$ cat config.mk
export PLATFORM = sky130hd
export DESIGN_NAME = fft_input_framer
export DESIGN_NICKNAME = d
export VERILOG_FILES = /design/src/rtl/fft_pkg.sv /design/src/rtl/sync_fifo.sv /design/src/rtl/fft_input_framer.sv
export SDC_FILE = /design/constraint.sdc
export NUM_CORES = 1
export LEC_CHECK = 0
export ABC_AREA = 1
export CAP_MARGIN = 40
export CORE_UTILIZATION = 35
export DETAILED_ROUTE_END_ITERATION = 10
export PLACE_DENSITY = 0.62
export SLEW_MARGIN = 20
export SYNTH_ARGS = -nofsm -noshare
export SYNTH_HDL_FRONTEND = slang
export SYNTH_SLANG_ARGS = --single-unit
$ cat constraint.sdc
create_clock -name i_clk -period 5.7 [get_ports i_clk]
set_input_delay 0.57 -clock i_clk [delete_from_list [all_inputs] [get_ports i_clk]]
set_output_delay 0.57 -clock i_clk [all_outputs]
set_load 0.02 [all_outputs]
$ cat src/rtl/fft_pkg.sv
// Shared FFT stream definitions: complex word layout and packing helper.
// The output-side controller uses this package too.
package fft_pkg;

  localparam int unsigned FFT_DATA_W        = 32;
  localparam int unsigned CPLX_RE_LSB       = 0;
  localparam int unsigned CPLX_IM_LSB       = 16;
  localparam int unsigned FRAME_LEN_DEFAULT = 1024;

  typedef enum logic [0:0] {StIdle, StRun} in_state_e;

  function automatic logic [FFT_DATA_W-1:0] pack_cplx(input logic [15:0] re,
                                                      input logic [15:0] im);
    logic [FFT_DATA_W-1:0] w;
    w = '0;
    w[CPLX_RE_LSB +: 16] = re;
    w[CPLX_IM_LSB +: 16] = im;
    return w;
  endfunction

endpackage

$ cat src/rtl/sync_fifo.sv
// Synchronous FIFO with a registered output word. The output register counts toward DEPTH,
// so at most DEPTH entries are held in total.
module sync_fifo #(
  parameter int unsigned WIDTH = 32,
  parameter int unsigned DEPTH = 16
) (
  input  logic             clk,
  input  logic             rst_n,
  input  logic             push,
  input  logic [WIDTH-1:0] din,
  input  logic             pop,
  output logic             full,
  output logic             empty,
  output logic [WIDTH-1:0] dout,
  output logic             dout_valid
);

  localparam int unsigned AW = $clog2(DEPTH);
  localparam int unsigned CW = $clog2(DEPTH + 1);

  logic [WIDTH-1:0] mem_q [DEPTH];
  logic [AW-1:0]    wr_ptr_q, rd_ptr_q;
  logic [CW-1:0]    mem_cnt_q, total;
  logic [WIDTH-1:0] dout_q;
  logic             dout_valid_q;
  logic             do_pop, do_push, load;

  always_comb begin
    do_pop  = pop & dout_valid_q;
    total   = mem_cnt_q + CW'(dout_valid_q);
    full    = (total == CW'(DEPTH));
    empty   = (total == '0);
    // A full FIFO still takes a word when the output register drains in the same cycle.
    do_push = push & (~full | do_pop);
    load    = (mem_cnt_q != '0) & (~dout_valid_q | do_pop);
  end

  always_ff @(posedge clk) begin
    if (do_push) begin
      mem_q[wr_ptr_q] <= din;
    end
  end

  always_ff @(posedge clk or negedge rst_n) begin
    if (!rst_n) begin
      wr_ptr_q     <= '0;
      rd_ptr_q     <= '0;
      mem_cnt_q    <= '0;
      dout_q       <= '0;
      dout_valid_q <= 1'b0;
    end else begin
      if (do_push) begin
        wr_ptr_q <= wr_ptr_q + AW'(1);
      end
      if (load) begin
        dout_q   <= mem_q[rd_ptr_q];
        rd_ptr_q <= rd_ptr_q + AW'(1);
      end
      if (do_pop | load) begin
        dout_valid_q <= load;
      end
      mem_cnt_q <= mem_cnt_q + CW'(do_push) - CW'(load);
    end
  end

  assign dout       = dout_q;
  assign dout_valid = dout_valid_q;

endmodule

$ cat src/rtl/fft_input_framer.sv
// FFT input framer: buffers strobed real samples, packs them as complex words and frames the
// valid/ready output stream into FRAME_LEN-word frames. Dropped samples set a sticky flag.
module fft_input_framer
  import fft_pkg::*;
#(
  parameter int unsigned SAMPLE_W   = 16,
  parameter int unsigned FRAME_LEN  = FRAME_LEN_DEFAULT,
  parameter int unsigned FIFO_DEPTH = 16
) (
  input  logic                  i_clk,
  input  logic                  i_rst_n,
  input  logic                  i_enable,
  input  logic                  i_sample_valid,
  input  logic [SAMPLE_W-1:0]   i_sample,
  output logic                  o_data_valid,
  output logic [FFT_DATA_W-1:0] o_data,
  output logic                  o_data_last,
  input  logic                  i_data_ready,
  output logic                  o_overflow,
  input  logic                  i_clear_overflow,
  output logic [15:0]           o_frame_count
);

  localparam int unsigned IW = $clog2(FRAME_LEN);

  logic [1:0]    rst_sync_q;
  logic          rst_n;
  in_state_e     state_q, state_d;
  logic [IW-1:0] in_idx_q, out_idx_q;
  logic          ovf_q;
  logic [15:0]   frame_cnt_q;
  logic          boundary, take, accept, drop, pop_now, fifo_full, fifo_empty;
  logic [15:0]   sample_re;

  // Reset asserts asynchronously but releases on the clock.
  always_ff @(posedge i_clk or negedge i_rst_n) begin
    if (!i_rst_n) begin
      rst_sync_q <= '0;
    end else begin
      rst_sync_q <= {rst_sync_q[0], 1'b1};
    end
  end
  assign rst_n = rst_sync_q[1];

  always_comb begin
    state_d   = state_q;
    boundary  = (in_idx_q == '0);
    unique case (state_q)
      StIdle:  if (i_enable & boundary) state_d = StRun;
      StRun:   if (!i_enable & boundary) state_d = StIdle;
      default: state_d = StIdle;
    endcase
    pop_now   = o_data_valid & i_data_ready;
    // At a frame boundary with enable low the framer is leaving RUN and takes nothing.
    take      = (state_q == StRun) & i_sample_valid & ~(boundary & ~i_enable);
    accept    = take & (~fifo_full | pop_now);
    drop      = take & fifo_full & ~pop_now;
    sample_re = 16'($signed(i_sample));
  end

  sync_fifo #(
    .WIDTH (FFT_DATA_W),
    .DEPTH (FIFO_DEPTH)
  ) u_fifo (
    .clk        (i_clk),
    .rst_n      (rst_n),
    .push       (accept),
    .din        (pack_cplx(sample_re, 16'h0000)),
    .pop        (i_data_ready),
    .full       (fifo_full),
    .empty      (fifo_empty),
    .dout       (o_data),
    .dout_valid (o_data_valid)
  );

  always_ff @(posedge i_clk or negedge rst_n) begin
    if (!rst_n) begin
      state_q     <= StIdle;
      in_idx_q    <= '0;
      out_idx_q   <= '0;
      ovf_q       <= 1'b0;
      frame_cnt_q <= '0;
    end else begin
      state_q  <= state_d;
      in_idx_q <= in_idx_q + IW'(accept);
      if (pop_now) begin
        out_idx_q <= out_idx_q + IW'(1);
        if (o_data_last) begin
          frame_cnt_q <= frame_cnt_q + 16'd1;
        end
      end
      if (drop) begin
        ovf_q <= 1'b1;
      end else if (i_clear_overflow) begin
        ovf_q <= 1'b0;
      end
    end
  end

  assign o_data_last   = o_data_valid & (out_idx_q == IW'(FRAME_LEN - 1));
  assign o_overflow    = ovf_q;
  assign o_frame_count = frame_cnt_q;

  assert property (@(posedge i_clk) disable iff (!rst_n) fifo_empty |-> !o_data_valid);

endmodule

Yosys cells after proc, flatten, opt, wreduce, memory -nomap -nowiden:

Memories as Yosys holds them, arrays and structs flattened. A register that Yosys moved wholly into a read port is not among the register bits.
Index checks and enable logic that the tools add are counted.

* register bits after elaboration: 86
* RAM bits: 256
* bits of input ports: 22
* output and inout bits: 51
* word-level logic and storage cells: 56
* memories: 1

Memory list
* u_fifo.mem_q: depth 16, width 16, read ports 1, clocked after Yosys merged registers in 1, wr ports 1, line sync_fifo.sv:21 `logic [WIDTH-1:0] mem_q [DEPTH];`

* $add $sub $neg: 8
* equal/unequal tests: 2
* multiplexer cells: 7
* bitwise logic cells: 21
* reduce and logical (&&, ||, !) cells: 6

Operators with widths (count)
* $add A16 B1 Y16 const B: 1
* $and A1 B1 Y1: 12
* $add A10 B1 Y10: 1
* $add A10 B1 Y10 const B: 1
* $add A5 B1 Y5: 2
* $eq A10 B10 Y1 const B: 1
* $logic_not A10 Y1: 1
* $add A4 B1 Y4 const B: 2
* $mux W1: 6
* $not A1 Y1: 6
* $eq A5 B5 Y1 const B: 1
* $reduce_bool A5 Y1: 1
* $sub A5 B1 Y5: 1
* $or A1 B1 Y1: 3
* $logic_not A1 Y1: 2
* $pmux W1 S2: 1
* $reduce_and A2 Y1: 1
* $reduce_bool A2 Y1: 1

Logic depth before layout (Yosys ltp):

Gate-level depths: netlist of the first run.

* word-level depth: 8
* depth in mapped cells: 16
* gate-level depth less buffers: 15

Cells and area by module:

From an unflattened synthesis of the first run, not the netlist that was laid out.

* cell total of the unflattened synthesis: 2214
* area total of the unflattened synthesis: 24930.2 µm²

Modules (own cells, without submodules)
* sync_fifo: instances 1, cells each 1949, area each 22794.4 µm², seq. area each 16525.8 µm²
* fft_input_framer: instances 1, cells each 265, area each 2135.8 µm², seq. area each 1001.0 µm²

Worst setup path after synthesis of the first run:

No wires, ideal clock.

* path kind: reg2reg
* from: register u_fifo.dout_valid_q, in the netlist u_fifo.dout_valid
* to: memory u_fifo.mem_q[10][0] (netlist bit) (enable)
* setup time: 409 ps
* data arrival time: 2675 ps
* data required time: 5291 ps
* slack: 2616 ps
* stages on the path, launching flop included: 10
* buffers on the path: 1
* clock period less this slack: 3084 ps
* cell sequence: dfrtp_1 ha_1 ha_1 nor2_1 o21ai_0 nor2_1 nand3_2 nand3_2 buf_2 nor3_1

* longest elaborated chain between the ends: 8
* elaborated cells on any way between the ends: 9
* classes of those cells: add/sub (1); eq/ne (1); mux (2); bitwise (5)

RTL lines
* from (decl): line sync_fifo.sv:25 `logic dout_valid_q;`
* from (signal assigned): line sync_fifo.sv:60 `dout_valid_q <= load;`
* $add A5 B1 Y5: line sync_fifo.sv:30 `total = mem_cnt_q + CW'(dout_valid_q);`
* $eq A5 B5 Y1: line sync_fifo.sv:31 `full = (total == CW'(DEPTH));`
* $not A1 Y1: line sync_fifo.sv:34, fft_input_framer.sv:56
* $or A1 B1 Y1 *: line sync_fifo.sv:34, fft_input_framer.sv:56
* $and A1 B1 Y1: line fft_input_framer.sv:56 `accept = take & (~fifo_full | pop_now);`
* $and A1 B1 Y1 *: line sync_fifo.sv:34 `do_push = push & (~full | do_pop);`
* $mux W1 *: line sync_fifo.sv:39 `if (do_push) begin`
* $mux W1 (implied by the code) *: line sync_fifo.sv:40 `mem_q[wr_ptr_q] <= din;`
* to (decl): line sync_fifo.sv:21

Every way passes the cells marked *; elsewhere a longest branch is shown, timed or not.

Final worst setup path of the first run:

* from: register u_fifo.mem_cnt_q[2]
* to: register u_fifo.mem_cnt_q[4]

* longest elaborated chain between the ends: 8
* elaborated cells on any way between the ends: 10
* classes of those cells: add/sub (3); eq/ne (1); bitwise (5); reduce/logical (1)

RTL lines
* from (decl): line sync_fifo.sv:23 `logic [CW-1:0] mem_cnt_q, total;`
* from (signal assigned): line sync_fifo.sv:62 `mem_cnt_q <= mem_cnt_q + CW'(do_push) - CW'(load);`
* $add A5 B1 Y5: line sync_fifo.sv:30
* $eq A5 B5 Y1: line sync_fifo.sv:31
* $not A1 Y1: line sync_fifo.sv:34, fft_input_framer.sv:56
* $or A1 B1 Y1: line sync_fifo.sv:34, fft_input_framer.sv:56
* $and A1 B1 Y1: line fft_input_framer.sv:56
* $and A1 B1 Y1: line sync_fifo.sv:34
* $add A5 B1 Y5: line sync_fifo.sv:62
* $sub A5 B1 Y5 *: line sync_fifo.sv:62

Marked as above.
A chain may end at the register's enable or synchronous reset.

==> impl_results.md, run 1 <==
- Reg2reg end: u_fifo.mem_cnt_q[4]$_DFF_PN0_
- Row count: 74
- Setup Total Neg Slack: 0 ns
- Fill cells: 3904
- Worst-path clk slew: 0.06 ns
- Initial antenna violation count: 1
- Total core area: 0.0410 mm²
- Chip height: 206 µm
- Critical path data required time: 6.14 ns
- Hold_buf cts: 0
- Worst slew margin: 43.9%
- Number of inserted diodes: 0
- DIE AREA: 0.0426 mm²
- EDFF count, synth: 256
- Synth Area in XOR/XNOR: 2.10%
- GPL Wtd Cong: 0.808
- Final HPWL DP: 19800 µm
- Clock Path Buffers: 3
- Leak pwr: 7.45 nW
- I/O Buffers: 56
- Fin. Hold Viols: 0
- Largest family of logic cells by synthesized area: simple AND/OR/NAND/NOR gates
- Remaining DRCs: 4
- FFs w/ async S/R, synth: 21.5%
- Tcrit/Tclk final: 61.3%
- Nets: 1580
- WS Path Type: reg2reg
- Vias in the first global route: 9513
- DR WL/cell: 15.7 µm
- R2r startpoint: u_fifo.mem_cnt_q[2]$_DFF_PN0_
- Worst-Skew Late Latency: 0.54 ns
- Commonest cells in the netlist: 483 x nand2_1, 256 x edfxtp_1, 235 x inv_1, 210 x nand3_1, 70 x dfrtp_1
- Post-synthesis sequential area ratio: 64.5%
- Yosys cell types: 29
- Worst-margin pin slew: 0.841 ns
- Chip width: 206 µm
- Post-CTS setup buffers: 0
- Cts bufs inserted: 36
- Crit path arrival time: 3.94 ns
- Final worst path period need: 3.49 ns
- Avg Cell Area, Syn: 9.89 µm²
- Pwr/cell area: 474 mW/mm²
- RSZ-0062 raised after global routing: no
- Post-Synth Adder-Cell Area: 1.76%
- TritonRoute pass-1 iters: 8
- Vias per cell: 4.72
- Fraction of layout cells with a size suffix above 1: 7.09%
- Area fraction in compound gates after synthesis: 0.556%
- Mapped cell area: 0.0146 mm²
- First-pass GRT wire length: 52200 µm
- Failing checks: design-rule violations
- TritonCTS clock tree: yes
- Core Util, Final: 41.5%
- Max incr delay on CP: 0.53 ns
- Fin. max-slew vios: 0
- Main area contributors after synthesis: edfxtp_1 53%, nand2_1 12%, dfrtp_1 12%
- Final setup viols: 0
- DRT Wirelength: 33000 µm
- Worst path slowest cell: inv_1
- Simple-Gate Fraction of Synth Area: 22.0%
- GRT Resource Usage Total: 15.9%
- Clock tree root buffer cell: clkbuf_16
- Worst Reg-to-Reg Cells: 13
- Worst VDD drop: 0.253 mV
- Top-area cell type share of the netlist area: 52.6%
- Largest net degree at the start of global routing: 69
- CTS Sinks: 326
- Ys Warns: 0
- MaxCap Viol Count: 0
- Post-synthesis mux area share: 0%
- Worst min-delay path category: reg2async
- CP Max Fanout: 22
- Critical Path, Cell by Cell: inv_1 -> ha_1 -> nand4_1 -> nand2_1 -> inv_1 -> ha_1 -> inv_1 -> ha_1 -> fa_1 -> a21oi_1 -> nor2_1 -> nor2_1 -> xor2_1
- CTS resizes: 0
- Top-count cell post-synth: nand2_1
- H-tree depth: 2
- Skew final: 0.0271 ns
- GRT overflow: 0
- Reg2reg setup slack: 2.21 ns
- Drt initial violations: 837
- Ports: 73
- Fmax: 286 MHz
- Critical path launch point type: register
- Synth-to-layout area growth: 16.5%
- CP Capture Type: register
- #FFs+latches synth: 326
- Status: complete, but fails checks
- Final ANT Viol Nets: 0
- Synth area leader: edfxtp_1
- Vias: 9895
- Most used flip-flop cell after synthesis: edfxtp_1
- Starting Density: 35.7%
- Mapped Cells: 1479
area by class of cell:
| class | instances | area [µm²] | share of cell area [%] |
|---|---|---|---|
| Sequential cell | 326 | 9450 | 55.4 |
| Multi-Input combinational cell | 853 | 4010 | 23.6 |
| Clock buffer | 50 | 1030 | 6.07 |
| Inverter | 240 | 902 | 5.29 |
| Timing Repair Buffer | 81 | 761 | 4.46 |
| Tap cell | 532 | 666 | 3.91 |
| Clock inverter | 16 | 219 | 1.28 |
flip-flops by register name, summed over array words and instances, names as in the netlist, named ones only:
signal             cells
u_fifo.dout_valid      1
u_fifo.wr_ptr_q        4
u_fifo.mem_cnt_q       5
out_idx_q             10
o_overflow             1
u_fifo.mem_q         256
u_fifo.rd_ptr_q        4
in_idx_q              10
u_fifo.dout           16
o_frame_count         16
rst_sync_q             2
through the flow:
stage | area, µm² | power (mW) | hold slack [ns] | setup WS (ns) | cells
5_1_grt | 17000 | 8.55 | 0.208 | 1.91 | 2098
2_1_floorplan | 14700 | 4.84 | 0.274 | 2.62 | 1494
3_5_place_dp | 15800 | 5.70 | 0.188 | 1.86 | 2032
3_3_place_gp | 15800 | 5.65 | 0.189 | 1.85 | 2031
4_1_cts | 17000 | 8.15 | 0.196 | 2.21 | 2098
6_report | 17000 | 8.08 | 0.178 | 2.21 | 2098
metal layers:
metal | part of all wire, % | global-route usage (%) | vias up
met5 | 0 | 0 | -
met4 | 3.0 | 6.12 | 0
met3 | 4.5 | 2.40 | 63
met2 | 49 | 26.2 | 262
met1 | 44 | 21.0 | 4737
li1 | - | - | 4833
worst max path at each step:
stage | endpoint | cells after the start | slack, ns | startpoint
6_report | u_fifo.mem_cnt_q[4]$_DFF_PN0_ | 13 | 2.21 | u_fifo.mem_cnt_q[2]$_DFF_PN0_
5_1_grt | u_fifo.mem_cnt_q[4]$_DFF_PN0_ | 13 | 1.91 | u_fifo.mem_cnt_q[2]$_DFF_PN0_
4_1_cts | u_fifo.mem_cnt_q[4]$_DFF_PN0_ | 13 | 2.21 | u_fifo.mem_cnt_q[2]$_DFF_PN0_
3_5_place_dp | u_fifo.mem_cnt_q[4]$_DFF_PN0_ | 13 | 1.86 | i_data_ready
3_3_place_gp | u_fifo.mem_cnt_q[4]$_DFF_PN0_ | 13 | 1.85 | i_data_ready
2_1_floorplan | u_fifo.mem_q[10][0]$_DFFE_PP_ | 9 | 2.62 | u_fifo.dout_valid$_DFFE_PN0P_
worst max-delay path, delay by kind of cell, from the launching register on:
kind,cells,cell delay [ns]
xor gates and xnor gates,1,0.15
and+or+nand+nor,4,0.78
adders and majority gates,4,1.21
AOI/OAI and AO/OA,1,0.15
buffers and inverters,3,0.70
DFF,1,0.41
logic make-up after synthesis:
kind of cell | after synthesis
buffers and inverters | 315
other | 2
flip-flops | 326
AND/OR/NAND/NOR | 765
adder cells (fa/ha/maj) | 20
AO/OA/AOI/OAI | 16
XOR/XNOR | 35
power by group:
| group | internal, mW | total [mW] | switching (mW) |
|---|---|---|---|
| Sequential | 2.90 | 3.18 | 0.284 |
| Clock | 1.50 | 2.44 | 0.937 |
| Combinational | 0.793 | 2.46 | 1.67 |
| Total | 5.19 | 8.08 | 2.89 |
cell usage in the layout, fill, tap and decap left out, drive strengths merged:
cell type	count
a21oi	3
buf	25
bufinv	5
clkbuf	50
clkdlybuf4s50	56
clkinv	9
conb	17
dfrtp	70
edfxtp	256
fa	1
ha	19
inv	242
nand2	484
nand3	212
nand3b	1
nand4	13
nor2	32
nor2b	1
nor3	22
o21ai	12
o22ai	1
xnor2	9
xor2	26
No activity file was read; power rests on OpenSTA's default activity.
==> inputs of run 2 (changes only) <==
--- a/config.mk
+++ b/config.mk
@@ -9,7 +9,7 @@
 export CAP_MARGIN = 40
 export CORE_UTILIZATION = 35
 export DETAILED_ROUTE_END_ITERATION = 10
-export PLACE_DENSITY = 0.62
+export PLACE_DENSITY = 0.64
 export SLEW_MARGIN = 20
 export SYNTH_ARGS = -nofsm -noshare
 export SYNTH_HDL_FRONTEND = slang
==> constraint.sdc (replaced) <==
create_clock -name i_clk -period 3.1 [get_ports i_clk]
set_input_delay 0.31 -clock i_clk [delete_from_list [all_inputs] [get_ports i_clk]]
set_output_delay 0.31 -clock i_clk [all_outputs]
set_load 0.02 [all_outputs]
==> impl_results.md, run 2 (same netlist as run 1, synthesis figures left out) <==
- Status: complete, but fails checks
- Failing checks: design-rule violations
- RSZ-0062 raised after global routing: no
- CTS Sinks: 326 (unchanged)
- Dpl ws: 0.258 ns (-1.60 ns)
- Worst slew margin: 43.1% (-0.80 points)
- Sequential cell area: 0.00945 mm² (unchanged)
- Hold_buf cts: 1 (+1)
- DR WL/cell: 15.6 µm (-1.0%)
- Final HPWL DP: 20400 µm (+2.8%)
- Critical path launch point type: register
- TritonRoute pass-1 iters: 9 (+1)
- GRT overflow: 0 (unchanged)
- Final worst-path setup slack: 0.254 ns (-1.95 ns)
- Reg2reg setup slack: 0.25 ns (-1.95 ns)
- Worst min-delay path category: reg2async
- GRT met3 Usage: 2.60% (+0.20 points)
- Nets: 1588 (+0.51%)
- Row count: 74 (unchanged)
- Largest reg by FF count: u_fifo.mem_q
- Synth-to-layout area growth: 16.3%
- Worst Reg-to-Reg Cells: 14 (+1)
- Worst VDD drop: 0.505 mV (+100%)
- First-pass GRT wire length: 52700 µm (+1.1%)
- Ports: 73 (unchanged)
- Fmax: 351 MHz (+23%)
- CP Capture Type: register
- Placed Area: 0.0159 mm² (+0.46%)
- Commonest non-fill, non-tap cell in the layout: nand2_1
- Most frequent cells in the layout: 483 x nand2_1, 256 x edfxtp_1, 234 x inv_1
- Vias per cell: 4.70 (-0.33%)
- Finished Cell Area: 0.0170 mm² (-0.15%)
- Max reg flops: 256 (unchanged)
- CP Max Fanout: 6 (-73%)
- DIE AREA: 0.0426 mm² (unchanged)
- Worst-path clk slew: 0.06 ns (about the same)
- Cts bufs inserted: 35 (-2.8%)
- GR peak layer: met2
- Fill cells: 3875 (-0.74%)
- Pwr/cell area: 856 mW/mm² (+80%)
- Remaining DRCs: 5 (+1)
- TritonCTS clock tree: yes
- Fin. max-slew vios: 0 (unchanged)
- Chip height: 206 µm (unchanged)
- I/O Buffers: 56 (unchanged)
- Vias in the first global route: 9749 (+2.5%)
- Setup Total Neg Slack: 0 ns (unchanged)
- Clock tree root buffer cell: clkbuf_16
- Chip width: 206 µm (unchanged)
- Drt initial violations: 707 (-16%)
- DRT Wirelength: 32800 µm (-0.71%)
- Crit path arrival time: 3.28 ns (-0.66 ns)
- Worst hold margin: 0.313 ns (+0.135 ns)
- Total core area: 0.0410 mm² (unchanged)
- Total Power: 14.6 mW (+80%)
- GPL Wtd Cong: 0.827 (+2.4%)
- Final worst path period need: 2.85 ns (-0.648 ns)
- MaxCap Viol Count: 0 (unchanged)
- Worst-Skew Late Latency: 0.52 ns (-0.02 ns)
- Clock Path Buffers: 3 (unchanged)
- Worst-margin pin slew: 0.851 ns (+0.00931 ns)
- Skew final: 0.0226 ns (-0.00451 ns)
- Routing usage on met1: 20.9% (-0.079 points)
- Met2 usage: 27.0% (+0.79 points)
- Multi-input gate area: 0.00401 mm² (unchanged)
- Largest net degree at the start of global routing: 131 (+90%)
- Starting Density: 35.7% (unchanged)
- CTS resizes: 0 (unchanged)
- Final ANT Viol Nets: 0 (unchanged)
- Initial antenna violation count: 1 (unchanged)
- Number of inserted diodes: 0 (unchanged)
- WS Path Type: reg2reg
- Fin. Hold Viols: 0 (unchanged)
- Post-CTS setup buffers: 0 (unchanged)
- GRT Resource Usage Total: 16.0% (+0.14 points)
- Tcrit/Tclk final: 91.8% (+31 points)
- Leak pwr: 7.44 nW (-0.21%)
- Vias: 9891 (-0.040%)
- H-tree depth: 2 (unchanged)
- Final setup viols: 0 (unchanged)
- Fraction of layout cells with a size suffix above 1: 7.00% (-0.091 points)
- Critical path data required time: 3.53 ns (-2.61 ns)
==> run 2: worst paths after layout <==
path                                                from                       endpoint
setup / recovery           u_fifo.dout_valid$_DFFE_PN0P_  u_fifo.mem_cnt_q[4]$_DFF_PN0_
hold / removal                   rst_sync_q[1]$_DFF_PN0_  u_fifo.mem_cnt_q[4]$_DFF_PN0_
setup reg to reg           u_fifo.dout_valid$_DFFE_PN0P_  u_fifo.mem_cnt_q[4]$_DFF_PN0_
hold reg to reg                  rst_sync_q[1]$_DFF_PN0_  u_fifo.mem_cnt_q[4]$_DFF_PN0_
max in group asynchronous        rst_sync_q[1]$_DFF_PN0_       out_idx_q[2]$_DFFE_PN0P_
min in group i_clk               rst_sync_q[0]$_DFF_PN0_        rst_sync_q[1]$_DFF_PN0_
==> run 2: report_power, final <==
group	internal, mW	switching, mW	leakage (nW)
Sequential	5.33	0.374	3.16
Combinational	1.51	3.22	3.72
Clock	2.50	1.62	0.556
Total	9.34	5.22	7.44
==> run 2: area by class of cell <==
type | count | area share [%]
timing repair buffer | 90 | 4.96
clock inverter | 14 | 0.846
inverter | 240 | 5.30
clock buffer | 49 | 5.88
tap | 532 | 3.91
multi-input combinational | 853 | 23.6
sequential | 326 | 55.5
==> run 2: per-layer routing <==
layer | up-vias | part of all wire (%)
met2 | 296 | 49
met4 | 0 | 2.4
met5 | - | 0
li1 | 4841 | -
met1 | 4698 | 42
met3 | 56 | 6.2
==> run 2: critical path, stage by stage, from the launching register on <==
cell and delay (ns):
dfrtp_1 0.45, ha_1 0.25, ha_1 0.27, nor2_1 0.12
o21ai_0 0.11, nor2_1 0.13, nand3_2 0.16, nand3_2 0.14
inv_1 0.05, ha_1 0.21, fa_1 0.41, a21oi_1 0.15
nor2_1 0.05, nor2_1 0.11, xor2_1 0.15
==> run 2: through the flow <==
stage / util, % / instances
2_1_floorplan: - / 1494
3_3_place_gp: 38.7 / 2040
3_5_place_dp: 38.7 / 2040
4_1_cts: 41.5 / 2104
5_1_grt: 41.5 / 2104
6_report: 41.5 / 2104
